`src/rtl/toothless_pkg.sv`:
```
// Core-wide shared types; this slice carries the M-extension additions.
package toothless_pkg;

   localparam logic [6:0] OPC_R_TYPE   = 7'b011_0011;
   localparam logic [6:0] OPC_M_FUNCT7 = 7'b000_0001;

   // Encoded exactly as instruction funct3
   typedef enum logic [2:0] {
      MD_MUL    = 3'b000,
      MD_MULH   = 3'b001,
      MD_MULHSU = 3'b010,
      MD_MULHU  = 3'b011,
      MD_DIV    = 3'b100,
      MD_DIVU   = 3'b101,
      MD_REM    = 3'b110,
      MD_REMU   = 3'b111
   } md_opcode_e;

   typedef enum logic [1:0] {
      IDLE,
      CALC,
      FIXUP,
      DONE
   } md_state_e;

endpackage

```
`src/rtl/toothless_muldiv_ctrl.sv`:
```
// Sequencing for the iterative mul/div unit: FSM, iteration counter and both handshakes.
module toothless_muldiv_ctrl
   import toothless_pkg::*;
#(
   parameter int unsigned XLEN = 32
) (
   input  logic      clk_i,
   input  logic      rst_ni,
   input  logic      valid_i,
   input  logic      kill_i,
   input  logic      ready_i,
   input  logic      early_i,
   output logic      ready_o,
   output logic      valid_o,
   output logic      busy_o,
   output md_state_e state_o,
   output logic      accept_c
);

   localparam int unsigned CW = $clog2(XLEN);

   md_state_e         state_q, state_d;
   logic [CW-1:0]     cnt_q, cnt_d;

   assign accept_c = (state_q == IDLE) && valid_i && !kill_i;
   assign state_o  = state_q;

   // Next state; kill overrides every transition, including a DONE handshake
   always_comb begin
      state_d = state_q;
      cnt_d   = cnt_q;
      case (state_q)
         IDLE: begin
            if (accept_c) begin
               cnt_d   = '0;
               state_d = early_i ? DONE : CALC;
            end
         end
         CALC: begin
            cnt_d = cnt_q + CW'(1);
            if (cnt_q == CW'(XLEN - 1)) state_d = FIXUP;
         end
         FIXUP:   state_d = DONE;
         DONE:    if (ready_i) state_d = IDLE;
         default: state_d = IDLE;
      endcase
      if (kill_i) state_d = IDLE;
   end

   // Status outputs are registered copies decoded from the next state
   always_ff @(posedge clk_i or negedge rst_ni) begin
      if (!rst_ni) begin
         state_q <= IDLE;
         cnt_q   <= '0;
         ready_o <= 1'b1;
         valid_o <= 1'b0;
         busy_o  <= 1'b0;
      end else begin
         state_q <= state_d;
         cnt_q   <= cnt_d;
         ready_o <= (state_d == IDLE);
         valid_o <= (state_d == DONE);
         busy_o  <= (state_d != IDLE);
      end
   end

endmodule

```
`src/rtl/toothless_muldiv.sv`:
```
// Radix-2 iterative RV32M/RV64M multiply/divide unit beside the execute-stage ALU.
module toothless_muldiv
   import toothless_pkg::*;
#(
   parameter int unsigned XLEN      = 32,
   parameter bit          EARLY_OUT = 1'b1
) (
   input  logic            clk_i,
   input  logic            rst_ni,
   input  logic            valid_i,
   output logic            ready_o,
   input  logic [2:0]      op_i,
   input  logic [XLEN-1:0] a_i,
   input  logic [XLEN-1:0] b_i,
   input  logic            kill_i,
   output logic            valid_o,
   input  logic            ready_i,
   output logic [XLEN-1:0] result_o,
   output logic            busy_o
);

   localparam int unsigned PW = 2 * XLEN;

   md_opcode_e      op_c, op_q;
   md_state_e       state;
   logic            accept_c;
   logic            a_sign_c, b_sign_c, b_zero_c, ovf_c, special_c, neg_c, neg_q;
   logic [XLEN-1:0] abs_a_c, abs_b_c, special_res_c, opb_q, result_q;
   logic [PW-1:0]   prod_q, prod_neg_c;
   logic [XLEN:0]   rem_q, mul_sum_c;
   logic [XLEN+1:0] div_shift_c, div_diff_c;
   logic            q_bit_c;
   logic [XLEN-1:0] quo_c, rmd_c, fix_res_c;

   assign op_c = md_opcode_e'(op_i);

   // Operand decode at acceptance: signs, magnitudes, special cases
   always_comb begin
      a_sign_c = a_i[XLEN-1] & (op_c inside {MD_MUL, MD_MULH, MD_MULHSU, MD_DIV, MD_REM});
      b_sign_c = b_i[XLEN-1] & (op_c inside {MD_MUL, MD_MULH, MD_DIV, MD_REM});
      abs_a_c  = a_sign_c ? -a_i : a_i;
      abs_b_c  = b_sign_c ? -b_i : b_i;
      b_zero_c = (b_i == '0);
      ovf_c    = (op_c inside {MD_DIV, MD_REM}) && (a_i == {1'b1, {(XLEN-1){1'b0}}}) && (&b_i);
      special_c = op_i[2] && (b_zero_c || ovf_c);
      if (b_zero_c) special_res_c = op_i[1] ? a_i : '1;
      else          special_res_c = op_i[1] ? '0  : a_i;
      // Divide by zero keeps an all-ones quotient magnitude unnegated
      if (!op_i[2])     neg_c = a_sign_c ^ b_sign_c;
      else if (op_i[1]) neg_c = a_sign_c;
      else              neg_c = (a_sign_c ^ b_sign_c) & !b_zero_c;
   end

   toothless_muldiv_ctrl #(
      .XLEN (XLEN)
   ) u_ctrl (
      .clk_i    (clk_i),
      .rst_ni   (rst_ni),
      .valid_i  (valid_i),
      .kill_i   (kill_i),
      .ready_i  (ready_i),
      .early_i  (EARLY_OUT & special_c),
      .ready_o  (ready_o),
      .valid_o  (valid_o),
      .busy_o   (busy_o),
      .state_o  (state),
      .accept_c (accept_c)
   );

   // One shift-add or restore-subtract step, plus the fixup result select
   always_comb begin
      mul_sum_c   = {1'b0, prod_q[PW-1:XLEN]} + (prod_q[0] ? {1'b0, opb_q} : '0);
      div_shift_c = {rem_q, prod_q[XLEN-1]};
      div_diff_c  = div_shift_c - {2'b00, opb_q};
      q_bit_c     = !div_diff_c[XLEN+1];
      prod_neg_c  = neg_q ? -prod_q : prod_q;
      quo_c       = neg_q ? -prod_q[XLEN-1:0] : prod_q[XLEN-1:0];
      rmd_c       = neg_q ? -rem_q[XLEN-1:0]  : rem_q[XLEN-1:0];
      if (op_q == MD_MUL)  fix_res_c = prod_neg_c[XLEN-1:0];
      else if (!op_q[2])   fix_res_c = prod_neg_c[PW-1:XLEN];
      else if (op_q[1])    fix_res_c = rmd_c;
      else                 fix_res_c = quo_c;
   end

   // Datapath registers; the low product half doubles as dividend/quotient
   always_ff @(posedge clk_i or negedge rst_ni) begin
      if (!rst_ni) begin
         op_q     <= MD_MUL;
         neg_q    <= 1'b0;
         opb_q    <= '0;
         prod_q   <= '0;
         rem_q    <= '0;
         result_q <= '0;
      end else begin
         case (state)
            IDLE: begin
               if (accept_c) begin
                  op_q   <= op_c;
                  neg_q  <= neg_c;
                  opb_q  <= abs_b_c;
                  prod_q <= {{XLEN{1'b0}}, abs_a_c};
                  rem_q  <= '0;
                  if (EARLY_OUT && special_c) result_q <= special_res_c;
               end
            end
            CALC: begin
               if (op_q[2]) begin
                  rem_q  <= q_bit_c ? div_diff_c[XLEN:0] : div_shift_c[XLEN:0];
                  prod_q <= {prod_q[PW-1:XLEN], prod_q[XLEN-2:0], q_bit_c};
               end else begin
                  prod_q <= {mul_sum_c, prod_q[XLEN-1:1]};
               end
            end
            FIXUP:   result_q <= fix_res_c;
            default: ;
         endcase
      end
   end

   assign result_o = result_q;

endmodule
```
`config.mk`:
```
export PLATFORM = sky130hd
export DESIGN_NAME = toothless_muldiv
export DESIGN_NICKNAME = d
export VERILOG_FILES = /design/src/rtl/toothless_pkg.sv /design/src/rtl/toothless_muldiv_ctrl.sv /design/src/rtl/toothless_muldiv.sv
export SDC_FILE = /design/constraint.sdc
export NUM_CORES = 1
export LEC_CHECK = 0
export ABC_AREA = 0
export BUFFER_PORTS_ARGS = -buffer_cell sky130_fd_sc_hd__buf_2
export CAP_MARGIN = 20
export CORE_ASPECT_RATIO = 2
export CORE_MARGIN = 2
export CORE_UTILIZATION = 57
export DETAILED_ROUTE_END_ITERATION = 16
export PLACE_DENSITY = 0.87
export RECOVER_POWER = 50
export SLEW_MARGIN = 20
export SYNTH_ARGS = -nofsm -noshare
export SYNTH_HDL_FRONTEND = slang
export SYNTH_SLANG_ARGS = --single-unit
```
`constraint.sdc`:
```
create_clock -name clk_i -period 3.5 [get_ports clk_i]
set_input_delay 0.175 -clock clk_i [delete_from_list [all_inputs] [get_ports clk_i]]
set_output_delay 0.175 -clock clk_i [all_outputs]
set_load 0.05 [all_outputs]
```
==> metrics.md, run 1 <==
| Metric | Value |
|---|---|
| Outcome | finished with violations |
| Failing checks | capacitance limit, slew limit |
| Htree depth | 4 |
| Layout cell share with drive strength beyond 1 | 14.53% |
| Final Hold Fails | 0 |
| Synth Area in Simple Gates | 20.22% |
| Peak Freq | 294.1 MHz |
| Nets@finish | 2272 |
| Worst Path Buf+Inv | 1 |
| Syn_nets | 2135 |
| Syn-to-layout area delta | 15.25% |
| Critical path data arrival time | 3790 ps |
| Iteration-0 DRC Markers | 1577 |
| Post-synthesis mux area share | 4.104% |
| Number of buffers created by CTS | 17 |
| IO buf count | 106 |
| Fin crit period | 3400 ps |
| Avg Cell Area, Syn | 7.813 µm² |
| Core area | 26910 µm² |
| Final setup vio count | 0 |
| Clk_lat worst skew | 470 ps |
| CP peak stage delay | 560 ps |
| Chip width | 120.8 µm |
| Clock power share | 14.7% |
| DR pass1 iterations | 8 |
| Pwr dens | 836.7 nW/µm² |
| CTS Buffer Depth | 2 |
| Placed insts | 2449 |
| First-pass GRT wire length | 90290 µm |
| Clock Pin Slew Worst Setup and Hold Paths | 70 ps |
| Global Route Usage Sum | 41.18% |
| Row count | 85 |
| Setup CP Type | reg2reg |
| Flop pwr share | 24.3% |
| Fin crit share | 97.14% |
| Most frequent cells in the layout | 252 x nand2_1, 207 x o21ai_0, 172 x dfrtp_1, 165 x nor2_1, 128 x a21oi_1 |
| Die ar. | 28690 µm² |
| Flop and latch count out of synthesis | 175 |
| Switching power | 7.334 mW |
| Initial Utilization | 57.79% |
| Yosys warning count | 0 |
| Vias in the first global route | 16410 |
| Clk_skew | 12.37 ps |
| Cells after Synth | 1990 |
| Complex-gate fraction of the synthesized area | 26.24% |
| Sw Ratio | 48.92% |
| Wire length per cell | 23.59 µm |
| Gpl congestion | 1.057 |
| Slowest CP cell | o211ai_1 |
| Internal power | 7.658 mW |
| Initial antenna violation count | 5 |
| Largest family of logic cells by synthesized area | compound AO/OA/AOI/OAI gates |
| Post-route ant nets | 0 |
| Fin area | 17920 µm² |
| Finished Layout Cells | 2492 |
| IO Pins | 107 |
| Root Driver | clkbuf_16 |
| Register-to-register path setup slack | 100 ps |
| Primary FF master, synth | dfrtp_1 |
| Largest net degree at the start of global routing | 70 |
| Synth Cell Area | 15550 µm² |
| Critical Path Start Type | flip-flop |
| Crit end category | flip-flop |
| Tightest Hold Check Type | in2reg |
| Max VDD drop | 0.4608 mV |
| Measured slew at the worst slew-check pin | 1973 ps |
| CP Cell Sequence | ha_1 -> nand2_1 -> or4_1 -> o211ai_1 -> a2111oi_2 -> buf_4 -> or4_1 -> o41ai_1 -> o21ai_0 -> o21ai_0 |
| Max-slew headroom at the worst pin | -31.55% |
| Power share of the combinational group | 61.1% |
| Final Max Tran Viols | 69 |
| Async set or reset register ratio after synthesis | 100.0% |
| WP data required | 3890 ps |
| Pwr Total | 14.99 mW |
| Setup TNS | 0 ps |
| Max Cap Viol | 1 |
| Placed cell area | 17090 µm² |
| P_leak | 7.603 nW |
| Synth Area in XOR/XNOR | 10.82% |
| Commonest non-fill, non-tap cell in the layout | nand2_1 |
| CP max FO | 7 |
| Via density | 6.627 |
| DPL Wire Length | 44580 µm |
| Drt drc | 0 |
| CTS tree | done |
| Register area share after synthesis | 28.17% |
| Overflow after GRT | 0 |
| Final wirelength | 58780 µm |
| EDFF count, synth | 0 |
| Clock Sinks | 175 |
| Total number of vias | 16510 |
| Final-layout fill cell count | 2353 |
| CP delay by family, top | simple AND/OR/NAND/NOR gates |
| Synth Area in Adders | 5.971% |
| Die H | 237.6 µm |
| Cell variety after synth | 74 |
## kinds of logic after synthesis
| kind of cell | count (synthesis) |
|---|---|
| buffers and inverters | 183 |
| muxes | 62 |
| DFF | 175 |
| AOI/OAI and AO/OA | 645 |
| adders and majority gates | 73 |
| and+or+nand+nor | 660 |
| xor gates and xnor gates | 192 |
## final timing paths
check / start / endpoint / cells past startpoint
max: rem_q[14] / rem_q[30] / 10
min: b_i[29] / opb_q[29] / 3
max reg2reg: rem_q[14] / rem_q[30] / 10
min reg2reg: opb_q[21] / opb_q[21] / 2
max in group asynchronous: rst_ni / neg_q / 3
min in group asynchronous: rst_ni / result_o[6] / 2
## metrics by stage
stage	setup slack [ps]	utilization (%)	hold slack, ps
finish	99.93	66.60	41.48
global route	-51.91	66.60	49.71
detailed placement	-32.36	63.51	246.4
CTS	21.65	66.12	30.48
global placement	77.77	63.51	239.2
floorplan	119.3	-	-120.6
## routing by layer
metal | vias up | wire [µm] | track usage, %
met3 | 325 | 4001 | 9.501
met4 | 2 | 6493 | 37.14
met2 | 846 | 28910 | 69.89
met1 | 7843 | 19360 | 41.00
li1 | 7498 | - | -
met5 | - | 12 | 0
## flip-flops by register name, summed over array words and instances, names as in the netlist, 2 cells and up
register and cells:
result_o 32, u_ctrl.state_o 2, opb_q 32, u_ctrl.cnt_q 5, rem_q 33, prod_q 64, op_q 3
## cell type report
cell class                      instances  area (µm²)  share of cell area, %
Inverter                               66       247.7                  1.382
Multi-Input combinational cell       1632       10640                  59.38
Tap cell                              348       435.4                  2.430
Timing Repair Buffer                  235        1546                  8.630
Clock inverter                         15       230.2                  1.285
Antenna cell                            4       10.01                0.05586
Clock buffer                           17       425.4                  2.374
Sequential cell                       175        4383                  24.46
## cells in the mapped netlist, drive strengths merged, types with 22 or more instances
library cell	count	area, µm²
nand3	35	175.2
or3	31	209.0
a21oi	132	660.6
a21o	30	225.2
o211ai	40	300.3
o21ai	210	1051
nor2	167	626.9
ha	71	888.4
xnor2	102	893.4
nand2b	25	156.4
dfrtp	174	4354
o31ai	48	379.1
o22ai	22	137.6
clkbuf	103	386.6
a211oi	49	367.9
nor3	29	145.1
xor2	90	788.3
mux2i	57	570.6
nand2	252	945.9
inv	66	247.7
## power groups by stage
stage / Combinational [mW] / Clock, mW / Sequential [mW]
after floorplan: 5.77 / 0 / 3.61
after global placement: 8.53 / 0 / 3.58
after detailed placement: 8.70 / 0 / 3.61
after CTS: 8.78 / 2.21 / 3.57
after global routing: 9.87 / 2.28 / 3.68
final: 9.15 / 2.20 / 3.64
## repair_timing
item / in CTS / in global routing
gates resized for setup: 1 / 32
endpoints found under the setup margin: 3 / 48
endpoints found under the hold margin: 70 / 0
buffers inserted: 0 / 3
pin swaps: 0 / 9
hold buffers: 4 / 0
## tightest hold or removal path: stages
cell and delay (ps):
buf_2 110, xor2_1 60, o21ai_0 130
Power figures use the tool's default switching activity.
==> run 2, diff against run 1 <==
--- a/config.mk
+++ b/config.mk
@@ -12,7 +12,7 @@
 export CORE_MARGIN = 2
 export CORE_UTILIZATION = 57
 export DETAILED_ROUTE_END_ITERATION = 16
-export PLACE_DENSITY = 0.87
+export PLACE_DENSITY = 0.79
 export RECOVER_POWER = 50
 export SLEW_MARGIN = 20
 export SYNTH_ARGS = -nofsm -noshare
==> metrics.md, run 2 (synthesized netlist as in run 1, its figures left out) <==
| Metric | Value |
|---|---|
| Core area | 26910 µm² (unchanged) |
| Via density | 6.493 (was 6.627) |
| Uppermost layer routed | met5 (unchanged) |
| Most frequent cells in the layout | 252 x nand2_1, 207 x o21ai_0, 171 x dfrtp_1, 165 x nor2_1, 130 x a21oi_1 (was 252 x nand2_1, 207 x o21ai_0, 172 x dfrtp_1, 165 x nor2_1, 128 x a21oi_1) |
| Die ar. | 28690 µm² (unchanged) |
| Chip width | 120.8 µm (unchanged) |
| Reg-to-reg startpoint | prod_q[0] (was rem_q[14]) |
| Hold Startpoint | a_i[0] (was b_i[29]) |
| Final Hold Fails | 0 (unchanged) |
| Gpl congestion | 0.9881 (was 1.057) |
| Placed insts | 2445 (was 2449) |
| Final-layout fill cell count | 2350 (was 2353) |
| Wire length on met1 | 19860 µm (was 19360 µm) |
| Place WS | -34.86 ps (was -32.36 ps) |
| Die H | 237.6 µm (unchanged) |
| Fin crit period | 3426 ps (was 3400 ps) |
| Htree depth | 4 (unchanged) |
| Commonest non-fill, non-tap cell in the layout | nand2_1 (unchanged) |
| Worst hold endpoint | prod_q[0] (was opb_q[29]) |
| IO buf count | 106 (unchanged) |
| CP max FO | 6 (was 7) |
| Final wirelength | 57700 µm (was 58780 µm) |
| Met2 WL | 28420 µm (was 28910 µm) |
| Max reg flops | 64 (unchanged) |
| Tightest Hold Check Type | in2reg (unchanged) |
| Failing checks | capacitance limit, slew limit (unchanged) |
| Number of buffers created by CTS | 17 (unchanged) |
| Max VDD drop | 0.5891 mV (was 0.4608 mV) |
| DR pass1 iterations | 5 (was 8) |
| DPL Wire Length | 43890 µm (was 44580 µm) |
| Syn-to-layout area delta | 14.37% (was 15.25%) |
| Max Cap Viol | 1 (unchanged) |
| Clock Sinks | 175 (unchanged) |
| Pwr dens | 813.2 nW/µm² (was 836.7 nW/µm²) |
| Root Driver | clkbuf_16 (unchanged) |
| Iteration-0 DRC Markers | 1228 (was 1577) |
| Post-route ant nets | 0 (unchanged) |
| Initial antenna violation count | 6 (was 5) |
| Outcome | finished with violations (unchanged) |
| Setup CP Type | reg2reg (unchanged) |
| Critical Path Start Type | flip-flop (unchanged) |
| Most flop-heavy register | prod_q (unchanged) |
| Fin crit share | 97.88% (was 97.14%) |
| Final setup vio count | 0 (unchanged) |
| Clk_lat worst skew | 460 ps (was 470 ps) |
| Met3 wire length | 3364 µm (was 4001 µm) |
| Multi-input logic area | 10600 µm² (was 10640 µm²) |
| Wire length per cell | 23.20 µm (was 23.59 µm) |
| Nets@finish | 2267 (was 2272) |
| Peak Freq | 291.9 MHz (was 294.1 MHz) |
| Layout cell share with drive strength beyond 1 | 14.43% (was 14.53%) |
| R2R cell count | 10 (unchanged) |
| Overflow after GRT | 0 (unchanged) |
| Register-to-register path setup slack | 70 ps (was 100 ps) |
| Global Route Usage Sum | 40.86% (was 41.18%) |
| Vias in the first global route | 15890 (was 16410) |
| Placed cell area | 17100 µm² (was 17090 µm²) |
| WP data required | 3840 ps (was 3890 ps) |
| RR Endpoint | result_o[19] (was rem_q[30]) |
| RSZ-0062 raised after global routing | yes |
| Biggest regs | prod_q: 64 flops, rem_q: 33 flops (unchanged) |
| IO Pins | 107 (unchanged) |
| Drt drc | 0 (unchanged) |
| Final worst slack | 74.12 ps (was 99.93 ps) |
| First-pass GRT wire length | 89200 µm (was 90290 µm) |
| Fin area | 17780 µm² (was 17920 µm²) |
| Final Max Tran Viols | 72 (was 69) |
| Max-slew headroom at the worst pin | -29.59% (was -31.55%) |
| Reg area | 4384 µm² (was 4383 µm²) |
| Largest net degree at the start of global routing | 73 (was 70) |
| Measured slew at the worst slew-check pin | 1944 ps (was 1973 ps) |
| WHS Path Cells | 3 (unchanged) |
| Clock Pin Slew Worst Setup and Hold Paths | 70 ps (about the same) |
| Clk_skew | 11.16 ps (was 12.37 ps) |
| Total number of vias | 16150 (was 16510) |
| Crit end category | flip-flop (unchanged) |
| Critical path data arrival time | 3770 ps (was 3790 ps) |
| CTS tree | done (unchanged) |
| P_leak | 7.520 nW (was 7.603 nW) |
| Row count | 85 (unchanged) |
| CTS Buffer Depth | 2 (unchanged) |
| Initial Utilization | 57.79% (unchanged) |
| Finished Layout Cells | 2487 (was 2492) |
## run 2: worst max-delay path, stage by stage (launching register included)
cell      delay (ps)
dfrtp_2          450
buf_4            140
buf_4            130
or4_1            570
or4_4            500
or2_2            340
or3_1            420
o31ai_1          270
xnor2_1          100
a211oi_1         290
a21oi_1           90
## run 2: timing repair
action	4_1_cts	5_1_grt
pin swaps	0	7
hold buffers	2	0
endpoints found under the setup margin	3	45
gates resized for setup	4	25
hold endpoints to repair	72	0
setup buffers	0	2
cloned	0	1
## run 2: cell type report
type                       instances  area share, %
multi-input combinational       1632          59.61
sequential                       175          24.65
timing repair buffer             230          8.682
tap                              348          2.448
clock buffer                      18          2.413
inverter                          66          1.393
clock inverter                    14         0.7388
antenna                            4        0.05629
## run 2: worst max-delay path by stage
stage / startpoint / end / slack (ps) / cells past startpoint
5_1_grt: prod_q[31] / rem_q[30] / -40 / 15
2_1_floorplan: prod_q[0] / result_o[16] / 120 / 13
6_report: prod_q[0] / result_o[19] / 70 / 10
3_3_place_gp: prod_q[0] / prod_q[61] / -20 / 15
3_5_place_dp: prod_q[0] / prod_q[61] / -30 / 15
4_1_cts: prod_q[0] / prod_q[61] / 40 / 15
## run 2: metrics by stage
stage	util, %	total power, mW	hold WS [ps]	setup TNS [ps]
final	66.09	14.46	49.32	0
after global routing	66.06	15.36	50.61	-40.59
after CTS	65.77	14.13	25.97	0
after detailed placement	63.54	12.17	251.6	-59.79
after global placement	63.54	12.01	246.9	-29.67
after floorplan	-	9.380	-120.6	0
## run 2: report_power, final
group	total (mW)	switching, mW	internal (mW)	leakage, nW
registers	3.61	0.972	2.63	2.18
logic	8.94	5.25	3.69	5.08
clock network	1.91	0.924	0.988	0.252
total	14.5	7.15	7.31	7.52
## run 2: metal layers
metal	track usage, %	vias to the layer above
li1	-	7513
met1	41.17	7695
met2	69.10	671
met3	9.597	263
met4	36.01	6
met5	0	-
==> run 3, diff against run 2 <==
--- a/config.mk
+++ b/config.mk
@@ -8,7 +8,7 @@
 export ABC_AREA = 0
 export BUFFER_PORTS_ARGS = -buffer_cell sky130_fd_sc_hd__buf_2
 export CAP_MARGIN = 20
-export CORE_ASPECT_RATIO = 2
+export CORE_ASPECT_RATIO = 1.25
 export CORE_MARGIN = 2
 export CORE_UTILIZATION = 57
 export DETAILED_ROUTE_END_ITERATION = 16
==> metrics.md, run 3 (synthesized netlist as in run 1, its figures left out) <==
| Metric | Value |
|---|---|
| IO buf count | 106 (unchanged) |
| Max Cap Viol | 1 (unchanged) |
| Total number of vias | 15950 (was 16150) |
| Drt drc | 0 (unchanged) |
| Die ar. | 28620 µm² (was 28690 µm²) |
| Commonest non-fill, non-tap cell in the layout | nand2_1 (unchanged) |
| Tightest Hold Check Type | in2reg (unchanged) |
| Vias in the first global route | 14950 (was 15890) |
| IO Pins | 107 (unchanged) |
| Crit end category | flip-flop (unchanged) |
| Final worst slack | 91.05 ps (was 74.12 ps) |
| Worst Path Buf+Inv | 4 (was 2) |
| Global Route Usage Sum | 35.52% (was 40.86%) |
| Largest net degree at the start of global routing | 85 (was 73) |
| Nets@finish | 2225 (was 2267) |
| Clk_lat worst skew | 460 ps (about the same) |
| Setup CP Type | reg2reg (unchanged) |
| Gpl congestion | 1.015 (was 0.9881) |
| Fin area | 17520 µm² (was 17780 µm²) |
| WP data required | 3870 ps (was 3840 ps) |
| Max VDD drop | 0.5765 mV (was 0.5891 mV) |
| Finished Layout Cells | 2441 (was 2487) |
| Final setup vio count | 0 (unchanged) |
| Initial antenna violation count | 2 (was 6) |
| Slowest CP cell | fa_1 (was or4_1) |
| Core area | 26830 µm² (was 26910 µm²) |
| Number of buffers created by CTS | 17 (unchanged) |
| Pwr dens | 824.5 nW/µm² (was 813.2 nW/µm²) |
| Root Driver | clkbuf_16 (unchanged) |
| CTS tree | done (unchanged) |
| Clock power share | 14.5% (was 13.2%) |
| Most flop-heavy register | prod_q (unchanged) |
| Most frequent cells in the layout | 252 x nand2_1, 207 x o21ai_0, 172 x dfrtp_1, 165 x nor2_1, 132 x a21oi_1 (was 252 x nand2_1, 207 x o21ai_0, 171 x dfrtp_1, 165 x nor2_1, 130 x a21oi_1) |
| Critical Path Start Type | flip-flop (unchanged) |
| Measured slew at the worst slew-check pin | 2207 ps (was 1944 ps) |
| Clock Pin Slew Worst Setup and Hold Paths | 80 ps (was 70 ps) |
| Post-route ant nets | 0 (unchanged) |
| Syn-to-layout area delta | 12.66% (was 14.37%) |
| Via density | 6.534 (was 6.493) |
| CP peak stage delay | 430 ps (was 570 ps) |
| Layout cell share with drive strength beyond 1 | 12.57% (was 14.43%) |
| Fin crit share | 97.40% (was 97.88%) |
| Final Hold Fails | 0 (unchanged) |
| Power share of the combinational group | 60.4% (was 61.8%) |
| Place WS | -75.57 ps (was -34.86 ps) |
| Sw Ratio | 48.71% (was 49.44%) |
| Critical path data arrival time | 3780 ps (was 3770 ps) |
| DPL Wire Length | 38150 µm (was 43890 µm) |
| Max-slew headroom at the worst pin | -47.15% (was -29.59%) |
| Row count | 67 (was 85) |
| Chip width | 151.7 µm (was 120.8 µm) |
| RSZ-0062 raised after global routing | yes (unchanged) |
| CTS Buffer Depth | 2 (unchanged) |
| CP Cell Sequence | inv_1 -> ha_1 -> inv_1 -> fa_1 -> a211oi_2 -> o211ai_1 -> a41oi_2 -> buf_4 -> o21ai_0 -> a221oi_1 -> buf_4 -> mux2i_1 -> a211oi_1 -> mux2i_1 -> o21ai_0 (was buf_4 -> buf_4 -> or4_1 -> or4_4 -> or2_2 -> or3_1 -> o31ai_1 -> xnor2_1 -> a211oi_1 -> a21oi_1) |
| Pwr Total | 14.44 mW (was 14.46 mW) |
| Final wirelength | 50960 µm (was 57700 µm) |
| Clk_skew | 11.59 ps (was 11.16 ps) |
| Htree depth | 4 (unchanged) |
| First-pass GRT wire length | 79580 µm (was 89200 µm) |
| Overflow after GRT | 0 (unchanged) |
| Internal power | 7.408 mW (was 7.312 mW) |
| Outcome | finished with violations (unchanged) |
| Placed cell area | 16770 µm² (was 17100 µm²) |
| Switching power | 7.035 mW (was 7.150 mW) |
| Clock Sinks | 175 (unchanged) |
| Initial Utilization | 57.96% (was 57.79%) |
| Iteration-0 DRC Markers | 1728 (was 1228) |
| Flop pwr share | 25.1% (was 24.9%) |
| Placed insts | 2401 (was 2445) |
| Die H | 188.7 µm (was 237.6 µm) |
| DR pass1 iterations | 6 (was 5) |
| Final Max Tran Viols | 85 (was 72) |
| Biggest regs | prod_q: 64 flops, rem_q: 33 flops (unchanged) |
| Wire length per cell | 20.88 µm (was 23.20 µm) |
| Fin crit period | 3409 ps (was 3426 ps) |
| Peak Freq | 293.3 MHz (was 291.9 MHz) |
| P_leak | 7.363 nW (was 7.520 nW) |
| Max reg flops | 64 (unchanged) |
| Failing checks | capacitance limit, slew limit (unchanged) |
| CP delay by family, top | compound AO/OA/AOI/OAI gates (was simple AND/OR/NAND/NOR gates) |
| CP max FO | 3 (was 6) |
-- run 3: cell count changes in the layout (fill, tap and decap cells not counted), sizes merged --
cell,change
buf,-45
diode,-1
bufinv,+2
inv,+5
clkinvlp,-6
clkbuf,+2
-- run 3: final cells by class --
cell class	instances	area (µm²)
fill	2277	9309
multi-input combinational	1632	10600
clock buffer	17	425.4
clock inverter	15	195.2
tap	345	431.7
inverter	66	250.2
timing repair buffer	188	1224
antenna	3	7.507
sequential	175	4383
-- run 3: power by group through the flow --
stage	Combinational, mW	Sequential (mW)	Clock, mW
after floorplan	5.77	3.61	0
after global placement	7.96	3.56	0
after detailed placement	8.14	3.59	0
after CTS	8.22	3.55	2.09
after global routing	9.51	3.68	2.18
final	8.73	3.62	2.10
-- run 3: per-layer routing --
metal,track usage (%),vias to the layer above,part of all wire (%)
met4,21.12,0,6.7
li1,-,7413,-
met5,0,-,0
met3,7.143,192,9.0
met1,45.22,7508,39
met2,55.42,837,45
-- run 3: worst paths after layout --
path / startpoint / end / slack, ps / depth (start not counted)
hold reg to reg: opb_q[11] / opb_q[11] / 480 / 2
setup / recovery: prod_q[31] / rem_q[24] / 90 / 15
min in group asynchronous: rst_ni / result_o[1] / 880 / 2
hold / removal: b_i[31] / opb_q[31] / 30 / 3
setup reg to reg: prod_q[31] / rem_q[24] / 90 / 15
max in group asynchronous: rst_ni / neg_q / 560 / 3
-- run 3: through the flow --
step	util (%)	hold WS [ps]	setup TNS (ps)
4_1_cts	64.96	20.77	0
6_report	65.30	31.16	0
5_1_grt	65.29	45.81	-470.7
3_3_place_gp	62.52	294.0	-69.94
2_1_floorplan	-	-120.6	0
3_5_place_dp	62.52	295.0	-96.07
-- run 3: timing repair --
item | CTS | global route
endpoints found under the setup margin | 3 | 43
endpoints found under the hold margin | 82 | 0
resized for setup | 3 | 25
setup buffers | 0 | 2
cloned | 0 | 1
hold buffers | 2 | 0
pin swaps | 0 | 9
-- run 3: worst reg2reg max path: cells and delay by family, from the launching register on --
| family | cells | cell delay [ps] |
|---|---|---|
| AO/OA/AOI/OAI | 7 | 1650 |
| adder cells (fa/ha/maj) | 2 | 590 |
| buffers and inverters | 4 | 500 |
| flip-flops | 1 | 380 |
| multiplexers | 2 | 190 |
